**src/rtl/seg7_pkg.sv**
```systemverilog
// Shared constants and types for the seven-segment scan driver.
// Holds the hex glyph table, segment bit positions, the all-off pattern and scan states.
package seg7_pkg;

  // Segment positions on the 8-bit bus: seg[7:1] = a..g, seg[0] = decimal point.
  localparam int unsigned SEG_A_BIT  = 7;
  localparam int unsigned SEG_G_BIT  = 1;
  localparam int unsigned SEG_DP_BIT = 0;

  // All segments dark, in active-high sense; output polarity is applied later.
  localparam logic [7:0] SEG_OFF = 8'h00;

  // Hex digit to abcdefg, bit 6 = a ... bit 0 = g.
  localparam logic [6:0] HEX_TO_SEG [16] = '{
    7'b1111110,  // 0
    7'b0110000,  // 1
    7'b1101101,  // 2
    7'b1111001,  // 3
    7'b0110011,  // 4
    7'b1011011,  // 5
    7'b1011111,  // 6
    7'b1110000,  // 7
    7'b1111111,  // 8
    7'b1111011,  // 9
    7'b1110111,  // A
    7'b0011111,  // b
    7'b1001110,  // C
    7'b0111101,  // d
    7'b1001111,  // E
    7'b1000111   // F
  };

  typedef enum logic [0:0] {
    StIdle,
    StScan
  } scan_state_e;

endpackage

```
**src/rtl/seg7_hex_decode.sv**
```systemverilog
// Combinational hex nibble to abcdefg segment pattern (active-high).
module seg7_hex_decode (
  input  logic [3:0] hex,
  output logic [6:0] abcdefg
);
  import seg7_pkg::*;

  // Plain table lookup so the glyph set lives only in the package.
  always_comb begin
    abcdefg = HEX_TO_SEG[hex];
  end

endmodule

```
**src/rtl/seg7_scan_driver.sv**
```systemverilog
// Time-multiplexed seven-segment scan driver with frame-synchronous double buffering.
// Each digit is lit for SCAN_DIV clocks; new content only switches in at frame boundaries
// (or immediately while idle), so a frame never shows a mix of old and new digits.
// Optional blink support is compiled in with `define SEG7_SCAN_BLINK_EN.
module seg7_scan_driver #(
  parameter int unsigned N_DIGITS     = 8,
  parameter int unsigned SCAN_DIV     = 1000,
  parameter bit          ACTIVE_LOW   = 1'b0
`ifdef SEG7_SCAN_BLINK_EN
  ,
  parameter int unsigned BLINK_FRAMES = 64
`endif
) (
  input  logic                  clk,
  input  logic                  rst_n,
  input  logic                  en,
  input  logic                  load,
  input  logic [4*N_DIGITS-1:0] din,
  input  logic [N_DIGITS-1:0]   dp_in,
  input  logic [N_DIGITS-1:0]   blank_in,
`ifdef SEG7_SCAN_BLINK_EN
  input  logic [N_DIGITS-1:0]   blink_in,
`endif
  output logic [7:0]            seg,
  output logic [N_DIGITS-1:0]   an,
  output logic                  frame_done,
  output logic                  pending
);
  import seg7_pkg::*;

  localparam int unsigned IDX_W = (N_DIGITS > 1) ? $clog2(N_DIGITS) : 1;
  localparam int unsigned PRE_W = $clog2(SCAN_DIV);

  localparam logic [IDX_W-1:0]    LAST_IDX = IDX_W'(N_DIGITS - 1);
  localparam logic [PRE_W-1:0]    LAST_PRE = PRE_W'(SCAN_DIV - 1);
  localparam logic [7:0]          SEG_POL  = {8{ACTIVE_LOW}};
  localparam logic [N_DIGITS-1:0] AN_POL   = {N_DIGITS{ACTIVE_LOW}};

  // Scan sequencing
  scan_state_e      state_q, state_d;
  logic [PRE_W-1:0] presc_q, presc_d;
  logic [IDX_W-1:0] idx_q, idx_d;
  logic             tick;

  // Display (what is shown) and shadow (what is waiting) buffers
  logic [N_DIGITS-1:0][3:0] disp_dig_q, shadow_dig_q;
  logic [N_DIGITS-1:0]      disp_dp_q, shadow_dp_q;
  logic [N_DIGITS-1:0]      disp_blank_q, shadow_blank_q;
  logic                     pending_q;
  logic                     transfer;

  // Rendering
  logic [N_DIGITS-1:0] eff_blank;
  logic [3:0]          cur_hex;
  logic [6:0]          cur_abcdefg;
  logic [7:0]          seg_raw;
  logic [N_DIGITS-1:0] an_raw;
  logic [7:0]          seg_q;
  logic [N_DIGITS-1:0] an_q;

  // State, prescaler and digit index registers.
  always_ff @(posedge clk or negedge rst_n) begin
    if (!rst_n) begin
      state_q <= StIdle;
      presc_q <= '0;
      idx_q   <= '0;
    end else begin
      state_q <= state_d;
      presc_q <= presc_d;
      idx_q   <= idx_d;
    end
  end

  // Next-state logic: idle holds counters at zero, scan steps the prescaler and digit index.
  always_comb begin
    state_d    = state_q;
    presc_d    = presc_q;
    idx_d      = idx_q;
    tick       = 1'b0;
    frame_done = 1'b0;
    case (state_q)
      StIdle: begin
        presc_d = '0;
        idx_d   = '0;
        if (en) begin
          state_d = StScan;
        end
      end
      StScan: begin
        tick       = (presc_q == LAST_PRE);
        frame_done = tick && (idx_q == LAST_IDX);
        if (tick) begin
          presc_d = '0;
          idx_d   = (idx_q == LAST_IDX) ? '0 : idx_q + 1'b1;
        end else begin
          presc_d = presc_q + 1'b1;
        end
        // Dropping en abandons the partial frame.
        if (!en) begin
          state_d = StIdle;
          presc_d = '0;
          idx_d   = '0;
        end
      end
      default: begin
        state_d = StIdle;
      end
    endcase
  end

  // Shadow copies into the display at a frame edge, or at once while idle.
  assign transfer = frame_done || (state_q == StIdle);

  // Double-buffer update; a load coinciding with a transfer bypasses the shadow.
  always_ff @(posedge clk or negedge rst_n) begin
    if (!rst_n) begin
      disp_dig_q     <= '0;
      disp_dp_q      <= '0;
      disp_blank_q   <= '1;
      shadow_dig_q   <= '0;
      shadow_dp_q    <= '0;
      shadow_blank_q <= '1;
      pending_q      <= 1'b0;
    end else if (load && transfer) begin
      disp_dig_q   <= din;
      disp_dp_q    <= dp_in;
      disp_blank_q <= blank_in;
      pending_q    <= 1'b0;
    end else if (transfer) begin
      if (pending_q) begin
        disp_dig_q   <= shadow_dig_q;
        disp_dp_q    <= shadow_dp_q;
        disp_blank_q <= shadow_blank_q;
      end
      pending_q <= 1'b0;
    end else if (load) begin
      shadow_dig_q   <= din;
      shadow_dp_q    <= dp_in;
      shadow_blank_q <= blank_in;
      pending_q      <= 1'b1;
    end
  end

  assign pending = pending_q;

`ifdef SEG7_SCAN_BLINK_EN
  localparam int unsigned          BCNT_W    = (BLINK_FRAMES > 1) ? $clog2(BLINK_FRAMES) : 1;
  localparam logic [BCNT_W-1:0]    BCNT_LAST = BCNT_W'(BLINK_FRAMES - 1);

  logic [N_DIGITS-1:0] disp_blink_q, shadow_blink_q;
  logic [BCNT_W-1:0]   bcnt_q;
  logic                phase_on_q;

  // Blink mask follows exactly the same double-buffer rules as the other per-digit masks.
  always_ff @(posedge clk or negedge rst_n) begin
    if (!rst_n) begin
      disp_blink_q   <= '0;
      shadow_blink_q <= '0;
    end else if (load && transfer) begin
      disp_blink_q <= blink_in;
    end else if (transfer) begin
      if (pending_q) begin
        disp_blink_q <= shadow_blink_q;
      end
    end else if (load) begin
      shadow_blink_q <= blink_in;
    end
  end

  // Frame counter: flips the blink phase every BLINK_FRAMES completed frames.
  always_ff @(posedge clk or negedge rst_n) begin
    if (!rst_n) begin
      bcnt_q     <= '0;
      phase_on_q <= 1'b1;
    end else if (frame_done) begin
      if (bcnt_q == BCNT_LAST) begin
        bcnt_q     <= '0;
        phase_on_q <= ~phase_on_q;
      end else begin
        bcnt_q <= bcnt_q + 1'b1;
      end
    end
  end

  assign eff_blank = disp_blank_q | (disp_blink_q & {N_DIGITS{~phase_on_q}});
`else
  assign eff_blank = disp_blank_q;
`endif

  assign cur_hex = disp_dig_q[idx_q];

  seg7_hex_decode u_hex_decode (
    .hex     (cur_hex),
    .abcdefg (cur_abcdefg)
  );

  // Active-high pattern for the current slot; dark when idle or the digit is blanked.
  always_comb begin
    seg_raw = SEG_OFF;
    an_raw  = '0;
    if ((state_q == StScan) && !eff_blank[idx_q]) begin
      seg_raw[SEG_A_BIT:SEG_G_BIT] = cur_abcdefg;
      seg_raw[SEG_DP_BIT]          = disp_dp_q[idx_q];
      an_raw[idx_q]                = 1'b1;
    end
  end

  // Output registers with board polarity folded in; reset forces the dark pattern.
  always_ff @(posedge clk or negedge rst_n) begin
    if (!rst_n) begin
      seg_q <= SEG_OFF ^ SEG_POL;
      an_q  <= AN_POL;
    end else begin
      seg_q <= seg_raw ^ SEG_POL;
      an_q  <= an_raw ^ AN_POL;
    end
  end

  assign seg = seg_q;
  assign an  = an_q;

endmodule

```
**config.mk**
```make
export PLATFORM = sky130hd
export DESIGN_NAME = seg7_scan_driver
export DESIGN_NICKNAME = d
export VERILOG_FILES = /design/src/rtl/seg7_pkg.sv /design/src/rtl/seg7_hex_decode.sv /design/src/rtl/seg7_scan_driver.sv
export SDC_FILE = /design/constraint.sdc
export NUM_CORES = 1
export LEC_CHECK = 0
export ABC_AREA = 1
export BUFFER_PORTS_ARGS = -buffer_cell sky130_fd_sc_hd__buf_2
export CAP_MARGIN = 20
export CORE_ASPECT_RATIO = 1.25
export CORE_MARGIN = 5
export CORE_UTILIZATION = 55
export DETAILED_ROUTE_END_ITERATION = 10
export PLACE_DENSITY = 0.76
export SETUP_SLACK_MARGIN = 0.05
export SLEW_MARGIN = 20
export SYNTH_ARGS = -nofsm -noshare
export SYNTH_HDL_FRONTEND = slang
export SYNTH_SLANG_ARGS = --single-unit
```
**constraint.sdc**
```tcl
create_clock -name clk -period 4.9 [get_ports clk]
set_clock_uncertainty 0.2 [all_clocks]
set_input_delay 0.98 -clock clk [delete_from_list [all_inputs] [get_ports clk]]
set_output_delay 0.98 -clock clk [all_outputs]
set_load 0.05 [all_outputs]
```
Word-level counts from Yosys, hierarchy flattened
Memory sizes are Yosys's and may differ from the RTL's.
Index checks and enable logic that the tools add are counted.

storage, ports and cells
  output and inout port bits = 18
  word-level logic and storage cells = 83
  bits in read-only memories = 112
  memories kept = 1
  input bits = 52
  register bits = 127

memory list
  memory            depth  width  read ports  clocked after Yosys merged registers in  write ports  RTL line               RTL
  (name not given)  16     7      1           0                                        0            seg7_hex_decode.sv:10  abcdefg = HEX_TO_SEG[hex];

cells by class
  $lt $le $gt $ge = 3
  bitwise gates (word level) = 4
  $add $sub $neg = 2
  equality and inequality tests = 3
  reductions and logical operators = 11
  multiplexer cells = 33

operators by type and width
  kind                   number
  $mux 32                3
  $mux 8                 8
  $mux 10                2
  $pmux 10 s2            1
  $mux 7                 2
  $bmux 4 s3             1
  $add 10x1->10 const B  1
  $eq 10x10->1 const B   1
  $mux 3                 3
  $mux 1                 8
  $bmux 1 s3             2
  $pmux 3 s2             1
  $ge 5x5->1 const B     1
  $not 4->5              1
  $logic_and 1x1->1      4
  $lt 3x4->1 const B     1
  $mux 4                 1
  $reduce_bool 2->1      2
  $add 3x1->3 const B    1
  $demux 1 s3            1
  $eq 3x3->1 const B     1
  $ge 3x1->1 const B     1
  $ne 3x2->1 const B     1
  $not 1->1              3
  5 further kinds        5

Longest topological paths before layout
Gate-level depths: netlist of run 1.

  depth after elaboration = 7
  mapped depth = 17

Modules after synthesis
Synthesis of run 1 repeated with hierarchy kept, for this count alone.

unflattened totals
  cells, all modules = 828
  area, all modules = 6286.0 sq um

modules (own cells, without submodules)
  module            cells each  instances  area an instance (sq um)  seq. area each (sq um)
  seg7_scan_driver  776         1          6015.8                    3198.1
  seg7_hex_decode   52          1          270.3                     0.0

Worst setup path before layout of run 1
OpenSTA, ideal clock, no wires.

  kind = reg-to-output
  start = reg idx_q[1]
  end = out frame_done
  data arrival time = 1.551 ns
  required time = 3.720 ns
  path slack = 2.169 ns
  stages on the path, launching flop included = 5
  cell sequence = dfrtp_1 ha_1 ha_1 nand4_2 nor2_1

on the way
  longest elaborated chain between the ends = 3

ends and longest elaborated chain
  element                 RTL line                RTL
  from (decl)             seg7_scan_driver.sv:42  logic [IDX_W-1:0] idx_q, idx_d;
  from (signal assigned)  seg7_scan_driver.sv:70  idx_q <= idx_d;
  $eq 3x3->1              seg7_scan_driver.sv:91  frame_done = tick && (idx_q == LAST_IDX);
  $logic_and 1x1->1       seg7_scan_driver.sv:91
  $mux 1                  seg7_scan_driver.sv:81  case (state_q)
  to (decl)               seg7_scan_driver.sv:26  output logic frame_done,

Every way passes these cells.

Final worst setup path of run 1
Same ends and word-level chain as after synthesis.

==> flow_summary.ini, run 1 <==
[run_status]
outcome = finished, final reports clean

[worst_setup_path]
worstPathMaxFanout = 17
critPathCaptureType = output port
r2r_setup_slack_ns = 1.70
critPathKind = reg2out
arrival_ns = 2.16
r2r-start = idx_q[1]$_DFFE_PN0P_
cp.required_ns = 3.72
critPathLaunchType = register
crit_start = idx_q[1]$_DFFE_PN0P_

[global_routing]
grt_use_total = 0.214
grt.busiest_layer = met2
grt_start_max_net_pins = 97
use_met3 = 0.0493
grt_pass1_wl_mm = 23.6
overflow = 0
first_global_vias = 5175
grtUsageMet2 = 0.355
antenna_found_initial = 0
grtUsageMet1 = 0.272

[clock_tree]
clock-sinks = 127
cts_setup_buffers = 0
clk_pin_slew_worst_paths_ns = 0.06
hold_buffers = 0
ctsResizeCount = 0
cts_tree = built
h-tree-depth = 4
clock-root-buffer = clkbuf_16
clk_latency_ns = 0.42
cts-buffers-inserted = 17
cts_max_path_buffers = 2

[timing]
final_hold_viol_count = 0
final_max_slew_viol_count = 0
max_clock_freq_mhz = 300
whs_ns = 0.279
setup_viol = 0
relSlewSlack = 0.385
rsz0062_at_grt = no
setup_slack_ns = 1.56
period_share = 0.681
fin_setup_tns_ns = 0
worst_pin_slew_ns = 0.919
period_needed_ns = 3.34

[logic_synthesis]
ys_ff_latch = 127
synth_cells = 766
synth_nets = 827
syn_area_per_cell_um2 = 8.16
yosysWarnings = 0
netlist_area_um2 = 6250
yosysSeqAreaShare = 0.512
synth_cell_types = 32

[cells_and_area]
final_nets = 875
final_cells = 962
syn2layout_area_growth_pct = 14.1
fin_util = 0.640
fill_cells = 912
drive_gt1_frac = 0.174
stdcell_area_um2 = 7130
antenna-diode-count = 0

[run]
maxCapViolCount = 0

[routing]
vias_per_cell = 5.40
drt_first_pass_iters = 5
wire_per_inst_um = 14.3
route.vias.total = 5196
drtIter0Drc = 350
postRouteAntennaNets = 0
drc = 0
routed_wirelength_mm = 13.8

[floorplanning]
dieWidth_um = 105
die_h_um = 129
num_rows = 43
dieArea_um2 = 13600
coreArea_um2 = 11100
io_pins = 70
start_util = 0.561

[placement]
place.gp.congestion = 0.859
dp_hpwl_mm = 8.99
io_buffers = 69
dpl.cell_count = 930
placed_area_um2 = 6540
dpl_worst_slack_ns = 1.73

[min_path]
hold_start = disp_blank_q[2]$_DFFE_PN1P_
hold_path.class = reg2reg

[power_and_ir_drop]
p_leak_nw = 3.75
ir_drop_mv = 0.254
power_mw = 2.98
power.density_nw_per_um2 = 417
state kept, by name (all words and copies together) (netlist names), 8 cells and up:
signal / count
an: 8
disp_blank_q: 8
disp_dig_q: 32
disp_dp_q: 8
presc_q: 10
seg: 8
shadow_blank_q: 8
shadow_dig_q: 32
shadow_dp_q: 8
cells in the final DEF (no fill, tap or decap):
cell type	count
nand2_2	4
clkinvlp_4	7
nand4_2	2
nor3_2	2
nand3_4	1
dfstp_2	16
o21ai_1	3
nor2_4	1
nor2_1	60
inv_2	2
a21o_1	1
a21oi_2	3
nand2_1	290
bufinv_16	2
nand3b_1	1
clkbuf_8	2
o21ai_0	52
o211ai_1	1
clkbuf_16	17
clkinv_2	2
inv_4	1
nor3_1	7
ha_1	9
dfrtp_1	111
nand3_1	16
xor2_1	2
nand3_2	3
buf_4	8
buf_2	68
o22ai_1	3
o2111ai_1	44
a21oi_1	8
inv_1	70
nand4_1	5
nor2_2	1
clkinv_4	2
path summary, 6_finish.rpt:
path                                                to  depth (start not counted)
min in group asynchronous         presc_q[6]$_DFF_PN0_                          1
hold / removal             disp_blank_q[2]$_DFFE_PN1P_                          2
max in group asynchronous  shadow_dig_q[6]$_DFFE_PN0P_                          2
setup / recovery                            frame_done                          5
setup reg to reg            disp_dig_q[29]$_DFFE_PN0P_                          9
hold reg to reg            disp_blank_q[2]$_DFFE_PN1P_                          2
where the power goes:
group          switching (mW)  leakage (nW)  internal [mW]
Sequential             0.0744          1.57           1.20
Combinational           0.325          1.92          0.147
Clock                   0.461         0.269          0.772
synthesized netlist by cell type:
cell	n	area, µm²
dfrtp_1	111	2780
a21o_1	1	7.51
nor2_2	1	6.26
o21ai_0	52	260
xor2_1	2	17.5
inv_2	2	7.51
buf_4	7	52.6
nand4_1	5	31.3
nor2_1	60	225
nor3_2	2	20.0
nand3_1	16	80.1
o2111ai_1	44	385
nand2_1	290	1090
nand2_2	4	25.0
a21oi_1	8	40.0
a21oi_2	3	26.3
o22ai_1	3	18.8
ha_1	9	113
inv_1	70	263
nand3b_1	1	7.51
nand3_4	1	17.5
o211ai_1	1	7.51
nor3_1	7	35.0
buf_6	9	101
o21ai_1	3	15.0
nor2_4	1	11.3
nand4_2	2	25.0
dfstp_2	16	420
clkbuf_1	21	78.8
inv_4	1	6.26
buf_2	10	50.1
nand3_2	3	30.0
critical path, cell delays in order, from the launching register on:
cell	delay (ns)
dfrtp_1	0.72
ha_1	0.26
ha_1	0.18
nand4_2	0.14
nor2_1	0.15
buf_2	0.28
per-layer routing:
layer | vias to the layer above | share of wire | wire (µm)
met5 | - | 0 | 0
met4 | 0 | 0.023 | 314
met3 | 29 | 0.047 | 645
met2 | 142 | 0.50 | 6960
met1 | 2474 | 0.43 | 5870
li1 | 2551 | - | -
final cells by class:
class	count	area [µm²]	area share
Clock buffer	19	453	0.0635
Tap cell	135	169	0.0237
Inverter	73	277	0.0388
Sequential cell	127	3200	0.449
Clock inverter	13	140	0.0197
Timing Repair Buffer	76	400	0.0562
Multi-Input combinational cell	519	2490	0.350
kinds of logic (layout without fill, tap and decap cells):
kind of cell	Yosys count	in the layout	share of synthesized area
simple gates	393	393	0.256
flops	127	127	0.512
buf+inv	120	181	0.0895
compound gates	115	115	0.122
fa+ha+maj	9	9	0.0180
xor+xnor	2	2	0.00280
Note: power is estimated with default switching activity, not from simulation.
==> run 2: changes to the inputs <==
--- a/config.mk
+++ b/config.mk
@@ -5,7 +5,7 @@
 export SDC_FILE = /design/constraint.sdc
 export NUM_CORES = 1
 export LEC_CHECK = 0
-export ABC_AREA = 1
+export ABC_AREA = 0
 export BUFFER_PORTS_ARGS = -buffer_cell sky130_fd_sc_hd__buf_2
 export CAP_MARGIN = 20
 export CORE_ASPECT_RATIO = 1.25
==> constraint.sdc (replaced) <==
create_clock -name clk -period 3.2 [get_ports clk]
set_clock_uncertainty 0.2 [all_clocks]
set_input_delay 0.64 -clock clk [delete_from_list [all_inputs] [get_ports clk]]
set_output_delay 0.64 -clock clk [all_outputs]
set_load 0.05 [all_outputs]
==> flow_summary.ini, run 2 <==
[clock_tree]
h-tree-depth = 4
clk_latency_ns = 0.42
cts_setup_buffers = 0
clock-root-buffer = clkbuf_16
clk_pin_slew_worst_paths_ns = 0.05
cts_tree = built
cts_max_path_buffers = 2
cts-buffers-inserted = 17
clock-sinks = 127

[power_and_ir_drop]
ir_drop_mv = 0.433
power_mw = 4.37
p_leak_nw = 3.08
power.density_nw_per_um2 = 639

[min_path]
holdPathStages = 1
hold_start = en
min_to = state_q$_DFF_PN0_
hold_path.class = in2reg

[cells_and_area]
final_nets = 603
fill_cells = 801
final_cells = 685
antenna-diode-count = 0
biggestRegsByFlops = disp_dig_q (32), shadow_dig_q (32), presc_q (10)
syn2layout_area_growth_pct = 17.0
layout_commonest_cell = dfrtp_1
drive_gt1_frac = 0.362
most-common-layout-cells = dfrtp_1 (110), buf_2 (68), inv_1 (56)

[global_routing]
first_global_vias = 4129
grt_use_total = 0.204
grt_start_max_net_pins = 97
grt_pass1_wl_mm = 20.5
overflow = 0
antenna_found_initial = 0

[timing]
relSlewSlack = 0.648
worst_pin_slew_ns = 0.517
max_clock_freq_mhz = 341
final_max_slew_viol_count = 0
period_share = 0.917
rsz0062_at_grt = no
fin_setup_tns_ns = 0
period_needed_ns = 2.94
setup_viol = 0
final_hold_viol_count = 0

[floorplanning]
coreArea_um2 = 10500
start_util = 0.557
io_pins = 70
dieArea_um2 = 12800
dieWidth_um = 102
num_rows = 42
die_h_um = 125

[logic_synthesis]
synth_edf_count = 0
yosysTopAreaCell = dfrtp_1
synth_nets = 537
synth_cell_types = 46
synth_cells = 476
ys_ff_latch = 127
yosysWarnings = 0
ys_top_cells_by_area = dfrtp_1 (47%), mux2_2 (9.2%), o221ai_1 (7.3%)
netlist_area_um2 = 5850
yosysTopAreaCellShare = 0.475
ys.flop_type = dfrtp_1
yosysSeqAreaShare = 0.546
synth.top_cells.by_count = dfrtp_1 (111), inv_1 (56), o221ai_1 (49)
synthArstFlopShare = 1.00
syn_area_per_cell_um2 = 12.3
synth.most_common_cell = dfrtp_1

[routing]
postRouteAntennaNets = 0
vias_per_cell = 5.82
routed_wirelength_mm = 12.0
route.vias.total = 3986
drtIter0Drc = 202
drc = 0
drt_first_pass_iters = 4
wire_per_inst_um = 17.5

[worst_setup_path]
cp.required_ns = 2.36
critPathCaptureType = output port
reg2reg_depth = 8
rr_endpoint = seg[4]$_DFF_PN0_
critPathLaunchType = register
r2r_setup_slack_ns = 0.59
critPathKind = reg2out
arrival_ns = 2.10
r2r-start = idx_q[0]$_DFFE_PN0P_
worstPathMaxFanout = 8

[run]
maxCapViolCount = 0

[run_status]
outcome = finished, final reports clean

[placement]
io_buffers = 69
dp_hpwl_mm = 7.77
place.gp.congestion = 0.780
dpl.cell_count = 654
-- run 2: per-layer routing --
metal	routed length (µm)	vias up	track usage
met5	0	-	0
met4	105	0	0.0618
met3	731	9	0.0579
met2	5970	119	0.310
met1	5190	2008	0.288
li1	-	1850	-
-- run 2: layout make-up --
type / count / area (µm²) / area share
timing repair buffer: 82 / 485 / 0.0709
clock buffer: 23 / 478 / 0.0698
tap: 132 / 165 / 0.0241
inverter: 56 / 210 / 0.0307
multi-input combinational: 258 / 2250 / 0.328
clock inverter: 7 / 62.6 / 0.00913
sequential: 127 / 3200 / 0.467
-- run 2: how the worst max path moves through the flow --
stage	startpoint	to	slack, ns
floorplan	presc_q[0]$_DFF_PN0_	frame_done	0.66
global placement	idx_q[0]$_DFFE_PN0P_	seg[4]$_DFF_PN0_	0.57
detailed placement	idx_q[0]$_DFFE_PN0P_	seg[4]$_DFF_PN0_	0.41
CTS	idx_q[0]$_DFFE_PN0P_	frame_done	0.11
global route	idx_q[1]$_DFFE_PN0P_	frame_done	0.08
finish	idx_q[1]$_DFFE_PN0P_	frame_done	0.26
-- run 2: worst max-delay path: stages, from the launching register on --
cell	delay, ns
dfrtp_1	0.59
ha_1	0.23
ha_1	0.18
nand4_2	0.24
nor2_1	0.16
buf_2	0.28
-- run 2: per-stage QoR --
step	utilization	setup slack [ns]	cell area (µm²)	hold slack (ns)
after floorplan	-	0.662	5850	0.144
after global placement	0.599	0.574	6300	0.274
after detailed placement	0.599	0.407	6300	0.276
after CTS	0.652	0.109	6850	0.172
after global routing	0.652	0.0834	6850	0.179
final	0.652	0.264	6850	0.186
-- run 2: cell families (layout without fill, tap and decap cells) --
kind of cell	count (synthesis)	after routing	share of synthesized area
XOR/XNOR	8	8	0.0120
adder cells (fa/ha/maj)	9	9	0.0192
multiplexers	70	70	0.158
flip-flops	127	127	0.546
buffers and inverters	91	168	0.0729
AO/OA/AOI/OAI	114	114	0.138
AND/OR/NAND/NOR	57	57	0.0534
-- run 2: timing repair --
item	in CTS	in global routing
endpoints found under the hold margin	18	0
hold buffers	1	0
gates resized for setup	0	1
setup endpoints to repair	0	1
-- run 2: power by group --
group | total [mW] | internal, mW | switching (mW)
registers | 1.96 | 1.85 | 0.112
clock network | 1.76 | 1.11 | 0.649
logic | 0.652 | 0.278 | 0.374
total | 4.37 | 3.24 | 1.14
